## src/rtl/cache_control.sv

```systemverilog
// Sequencing FSM for the 2-way write-back, write-allocate L1 cache: hits finish in-cycle, misses write back then fill.
// Optional hit/miss counters are compiled in with `define CACHE_PERF_COUNTERS_EN.
`timescale 1ns/1ps
module cache_control #(
   parameter int s_offset = 5,
   parameter int s_index  = 3
) (
   input  logic                    clk,
   input  logic                    rst,
   input  logic                    mem_read,
   input  logic                    mem_write,
   input  logic [3:0]              mem_byte_enable,
   input  logic [s_offset-3:0]     mem_word_offset,
   input  logic [1:0]              hit,
   input  logic [1:0]              dirty,
   input  logic                    lru,
   output logic                    mem_resp,
   output logic [2**s_offset-1:0]  data_we0,
   output logic [2**s_offset-1:0]  data_we1,
   output logic                    datain_sel,
   output logic                    way_sel,
   output logic                    addr_sel,
   output logic [1:0]              tag_load,
   output logic [1:0]              valid_set,
   output logic [1:0]              dirty_set,
   output logic [1:0]              dirty_clr,
   output logic                    lru_load,
   output logic                    lru_in,
   output logic                    pmem_read,
   output logic                    pmem_write,
`ifdef CACHE_PERF_COUNTERS_EN
   output logic [31:0]             hit_count,
   output logic [31:0]             miss_count,
`endif
   input  logic                    pmem_resp
);

   localparam int LINE_B = 2**s_offset;

   if (s_offset < 2 || s_index < 0) begin : g_cfg_check
      $error("cache_control: s_offset must be >= 2 and s_index >= 0");
   end

   typedef enum logic [1:0] {CHECK, WRITEBACK, FILL} state_t;

   state_t             state;
   logic               victim;
   logic               replay;
   logic               req;
   logic               hit_way;
   logic [LINE_B-1:0]  word_mask;

   assign req       = mem_read | mem_write;
   // hit==2'b11 is illegal; way 0 takes priority
   assign hit_way   = ~hit[0];
   assign word_mask = {{(LINE_B-4){1'b0}}, mem_byte_enable} << {mem_word_offset, 2'b00};

   always_ff @(posedge clk) begin
      if (rst) begin
         state  <= CHECK;
         replay <= 1'b0;
      end else begin
         replay <= (state == FILL) && pmem_resp;
         case (state)
            CHECK:     if (req && (hit == 2'b00)) state <= dirty[lru] ? WRITEBACK : FILL;
            WRITEBACK: if (pmem_resp) state <= FILL;
            FILL:      if (pmem_resp) state <= CHECK;
            default:   state <= CHECK;
         endcase
      end
   end

   // Victim is frozen when leaving CHECK so lru changes mid-miss are ignored
   always_ff @(posedge clk) begin
      if (state == CHECK && req && (hit == 2'b00)) victim <= lru;
   end

`ifdef CACHE_PERF_COUNTERS_EN
   always_ff @(posedge clk) begin
      if (rst) begin
         hit_count  <= 32'd0;
         miss_count <= 32'd0;
      end else if (state == CHECK) begin
         if (mem_resp && !replay) hit_count <= hit_count + 32'd1;
         if (req && (hit == 2'b00)) miss_count <= miss_count + 32'd1;
      end
   end
`endif

   always_comb begin
      mem_resp   = 1'b0;
      data_we0   = '0;
      data_we1   = '0;
      datain_sel = 1'b0;
      way_sel    = 1'b0;
      addr_sel   = 1'b0;
      tag_load   = 2'b00;
      valid_set  = 2'b00;
      dirty_set  = 2'b00;
      dirty_clr  = 2'b00;
      lru_load   = 1'b0;
      lru_in     = 1'b0;
      pmem_read  = 1'b0;
      pmem_write = 1'b0;
      case (state)
         CHECK: begin
            if (req && (hit != 2'b00)) begin
               mem_resp = 1'b1;
               way_sel  = hit_way;
               lru_load = 1'b1;
               lru_in   = ~hit_way;
               if (mem_write) begin
                  dirty_set[hit_way] = 1'b1;
                  if (hit_way) data_we1 = word_mask;
                  else         data_we0 = word_mask;
               end
            end
         end
         WRITEBACK: begin
            pmem_write = 1'b1;
            addr_sel   = 1'b1;
            way_sel    = victim;
         end
         FILL: begin
            pmem_read  = 1'b1;
            datain_sel = 1'b1;
            if (pmem_resp) begin
               tag_load[victim]  = 1'b1;
               valid_set[victim] = 1'b1;
               dirty_clr[victim] = 1'b1;
               if (victim) data_we1 = '1;
               else        data_we0 = '1;
            end
         end
         default: ;
      endcase
   end

endmodule

```

## config.mk

```make
export PLATFORM = sky130hd
export DESIGN_NAME = cache_control
export DESIGN_NICKNAME = d
export VERILOG_FILES = /design/src/rtl/cache_control.sv
export SDC_FILE = /design/constraint.sdc
export NUM_CORES = 1
export LEC_CHECK = 0
export ABC_AREA = 1
export ABC_CLOCK_PERIOD_IN_PS = 2600
export BUFFER_PORTS_ARGS = -buffer_cell sky130_fd_sc_hd__buf_2
export CORE_MARGIN = 2
export CORE_UTILIZATION = 43
export CTS_CLUSTER_DIAMETER = 80
export CTS_CLUSTER_SIZE = 25
export DETAILED_ROUTE_END_ITERATION = 10
export PLACE_DENSITY = 0.87
export SYNTH_ARGS = -nofsm -noshare
export SYNTH_HDL_FRONTEND = slang
export SYNTH_SLANG_ARGS = --single-unit
```

## constraint.sdc

```tcl
create_clock -name clk -period 2.6 [get_ports clk]
set_input_delay 0.78 -clock clk [delete_from_list [all_inputs] [get_ports clk]]
set_output_delay 0.78 -clock clk [all_outputs]
set_load 0.02 [all_outputs]
```

==> Yosys cells after proc, flatten, opt, wreduce, memory -nomap -nowiden <==
Index checks and enable logic that the tools add are counted.
{ "totals": {"regBits": 3, "latchBits": 0, "mem_bits_rw": 0, "mem_bits_ro": 0, "inputBits": 17, "output_inout_bits": 80, "n_memories": 0} }
{ "classes": {"add_sub_neg": 0, "multipliers": 0, "div": 0, "order_cmp": 5, "n_eq_ne": 5, "shifts": 1, "mux": 36, "n_bitwise": 2, "n_reduce_logical": 10} }
{ "ops": {"columns": ["op", "n"], "rows": [
  ["$mux 32", 10],
  ["$pmux 32 s2", 2],
  ["$shl 4x5->32", 1],
  ["$mux 2", 9],
  ["$mux 1", 11],
  ["$logic_and 1x1->1", 6],
  ["$lt 1x2->1 const B", 3],
  ["$ne 2x2->1 const B", 3],
  ["$pmux 2 s3", 1],
  ["$logic_not 2->1", 2],
  ["$reduce_and 3->1", 1],
  ["$demux 1 s1", 2],
  ["$eq 2x1->1 const B", 1],
  ["$eq 2x2->1 const B", 1],
  ["$ge 1x1->1 const B", 2],
  ["$pmux 1 s2", 1],
  ["$reduce_bool 2->1", 1],
  ["$not 1->1", 1],
  ["$or 1x1->1", 1]
]} }

==> Longest topological paths before layout <==
{ "depth": {"ltp_word": 8, "ltp_mapped": 6, "depth_no_buf": 6} }

==> Worst setup path after synthesis <==
No wires, ideal clock.
{ "synth_timing": {"kind": "input port to output port", "from": "input mem_word_offset[0]", "to": "output data_we0[18]", "arrival_ps": 1794, "required_time_ps": 1820, "slack_ps": 26, "cell_stages": 5, "n_path_buf": 2, "path_cell_list": "buf_2 > inv_2 > buf_4 > nand4_1 > o21ai_0"} }
{ "synth_via": {"elab_chain_len": 5} }
{ "synth_rtl": {"columns": ["item", "line", "rtl"], "rows": [
  ["start: declaration", "13", "input logic [s_offset-3:0] mem_word_offset,"],
  ["$shl 4x5->32", "56", "assign word_mask = {{(LINE_B-4){1'b0}}, mem_byte_enable} << {mem_word_offset, 2'b00};"],
  ["$mux 32", "114", "if (hit_way) data_we1 = word_mask;"],
  ["$mux 32", "112", "if (mem_write) begin"],
  ["$mux 32", "107", "if (req && (hit != 2'b00)) begin"],
  ["$pmux 32 s2", "105", "case (state)"],
  ["end: declaration", "18", "output logic [2**s_offset-1:0] data_we0,"]
]} }
No other way between the ends.

==> Worst setup path after layout <==
{ "layout_timing": {"from": "input mem_write", "to": "output data_we1[12]"} }
{ "layout_via": {"elab_chain_len": 4, "word_cells_on_any_way": 5, "classes_between": "mux: 3; bitwise: 1; reduce/logical: 1"} }
{ "layout_rtl": {"columns": ["item", "line", "rtl"], "rows": [
  ["start: declaration", "11", "input logic mem_write,"],
  ["$or 1x1->1", "53", "assign req = mem_read | mem_write;"],
  ["$logic_and 1x1->1", "107", null],
  ["$mux 32 *", "107", null],
  ["$pmux 32 s2 *", "105", null],
  ["end: declaration", "19", "output logic [2**s_offset-1:0] data_we1,"]
]} }
Mark *: on every way between the ends. The rest lies on a longest branch, timed or not.

==> impl_metrics.csv <==
group,metric,value,unit
clock_tree,cts_resized,0,
finish,mostFrequentLayoutCells,"77 x buf_2, 32 x nand4_1, 31 x o21ai_2",
drt,met1_length,1530,um
worst_setup_path,cp_max_fo,8,
floorplanning,die_width,57.0,um
grt,grt_first_pass_wirelength,5840,um
sta,period_share,99.0,%
synth,synth_nets,197,
finish,final_layout_size_suffix_gt1_share,63.6,%
worst_setup_path,crit_chain,"buf_4 > inv_2 > nor2_4 > nand4_4 > clkbuf_16 > o21ai_4 > buf_6",
drt,drt_wl_total,4080,um
clock_tree,cts-buffers-inserted,3,
sta,setup_tns,0,ns
grt,grt_use_total,21.7,%
placement,dp_hpwl,2820,um
synth,synth_cells,180,
synth,synth-seq-cells,3,
grt,antenna_found_initial,0,
drt,top_layer_used,"met4",
floorplanning,core_area,2710,um^2
sta,clock_skew,0.00553,ns
floorplanning,num_rows,19,
min_path,holdPathEnd,"state[1]",
placement,dp_cells,287,
sta,setup_viol,0,
finish,stdcell_count,292,
run,drv_cap,0,
drt,via_per_inst,5.61,
finish,final_nets,279,
worst_setup_path,r2r_slack,1.54,ns
pwr,peakVddDrop,0.219,mV
clock_tree,cts_sinks,3,
worst_setup_path,reg2reg_depth,3,
synth,ys_types,22,
drt,avgRoutedWirePerCell,14.0,um
drt,drt_drc_violations_left,0,
sta,fmax,388,MHz
sta,worst_slew_margin_rel,75.2,%
clock_tree,cts_hold_buf,0,
clock_tree,clock_path_buffers,2,
synth,yosysSeqAreaShare,5.81,%
floorplanning,die_h,57.0,um
floorplanning,initial_core_util,44.5,%
sta,rsz0062_at_grt,"yes",
sta,period_minus_slack,2.57,ns
worst_setup_path,cp_data_required_time,1.82,ns
min_path,whs_path_depth,4,
worst_setup_path,path_class,"in2out",
synth,synth_area_per_cell,6.70,um^2
sta,slew_violations,0,
clock_tree,clk_pin_slew_worst_paths,0.04,ns
grt,grt-ovfl-total,0,
drt,met2_length,2190,um
pwr,leakagePower,1.00,nW
drt,met3WireLength,310,um
clock_tree,cts_root_buffer,"clkbuf_4",
synth,synth.cell_area,1210,um^2
floorplanning,pin_count,97,
finish,synthToLayoutAreaGrowth,51.6,%
finish,layout_commonest_cell,"buf_2",
min_path,hp-class,"reg2reg",
clock_tree,tritoncts,"built",
min_path,hold_start,"state[1]",
worst_setup_path,critPathMaxStageDelay,0.25,ns
sta,tightest_slew,0.372,ns
finish,postLayoutCellArea,1830,um^2
grt,grt_pass1_vias,1329,
worst_setup_path,slowest_stage,"clkbuf_16",
finish,nFillCells,256,
worst_setup_path,rr_endpoint,"victim",
pwr,power.density,233,nW/um^2
sta,hold_viol,0,
floorplanning,die-area,3240,um^2
synth,yosys_warnings,0,
drt,vias,1639,
drt,drt_iter0_markers,69,
finish,fin_util,67.5,%
worst_setup_path,reg2reg_from,"state[0]",
clock_tree,cts_setup_buffers,0,
status,status,"finished clean",
placement,port_buffers,96,
drt,first_pass_iters,4,
clock_tree,h-tree-depth,1,
placement,gp_congestion,0.822,
clock_tree,clk_latency,0.24,ns
drt,drtAntennaViolNets,0,
worst_setup_path,start_kind,"input pin",
worst_setup_path,critical_path_arrival,1.79,ns
grt,grt_max_degree,34,
placement,placed_area,1620,um^2
worst_setup_path,endpoint_kind,"output port",
finish,n_antenna_cell,0,
-- how the worst max path moves through the flow --
stage	startpoint	slack (ns)	to
finish	mem_write	0.03	data_we1[12]
global route	mem_word_offset[2]	-0.03	data_we1[15]
CTS	mem_write	0.04	data_we1[22]
detailed placement	mem_write	0.04	data_we1[22]
global placement	mem_write	0.07	data_we1[30]
floorplan	mem_word_offset[0]	0.03	data_we0[18]
-- state kept, by name, summed over array words and instances (netlist names) --
name	count
state	2
victim	1
-- layout make-up --
cell class              instances  area [um^2]  area share, %
repair buffers                109          709           38.8
flip-flops and latches          3         70.1           3.83
inverters                      18         67.6           3.70
well taps                      31         38.8           2.12
clock buffers                   4         26.3           1.44
multi-input cells             127          916           50.1
-- per-layer routing --
metal / vias up / GRT usage (%)
met5: - / 0
met4: 0 / 8.31
met3: 6 / 2.04
met2: 84 / 38.9
met1: 745 / 26.6
li1: 804 / -
-- metrics by stage --
stage / hold slack, ns / power [mW] / setup WS [ns]
after floorplan: 0.619 / 0.253 / 0.0257
after global placement: 0.608 / 0.310 / 0.0746
after detailed placement: 0.627 / 0.314 / 0.0412
after CTS: 0.630 / 0.404 / 0.0370
after global routing: 0.680 / 0.455 / -0.0296
final: 0.628 / 0.426 / 0.0253
-- Yosys cell counts (all sizes together) --
| master | instances | area (um^2) |
|---|---|---|
| a21oi | 3 | 15.0 |
| buf | 29 | 209 |
| clkbuf | 3 | 11.3 |
| dfxtp | 2 | 40.0 |
| edfxtp | 1 | 30.0 |
| inv | 18 | 67.6 |
| nand2 | 15 | 56.3 |
| nand3 | 5 | 47.6 |
| nand4 | 33 | 221 |
| nor2 | 6 | 40.0 |
| o21ai | 65 | 468 |
-- logic make-up (layout without fill, tap and decap cells) --
| family | Yosys count | count (layout) | synth area share (%) |
|---|---|---|---|
| buf+inv | 50 | 131 | 23.9 |
| compound gates | 68 | 68 | 40.0 |
| simple gates | 59 | 59 | 30.3 |
| flops | 3 | 3 | 5.81 |
-- critical path: cells and delay by family --
family | cells | cell delay (ns)
AO/OA/AOI/OAI | 1 | 0.14
buffers and inverters | 4 | 0.54
AND/OR/NAND/NOR | 2 | 0.33
-- report_power, final --
group / switching, mW / internal [mW]
Clock: 0.0271 / 0.0577
Combinational: 0.190 / 0.0960
Sequential: 0.00352 / 0.0516
Total: 0.220 / 0.205
Note: power is estimated with default switching activity, not from simulation.
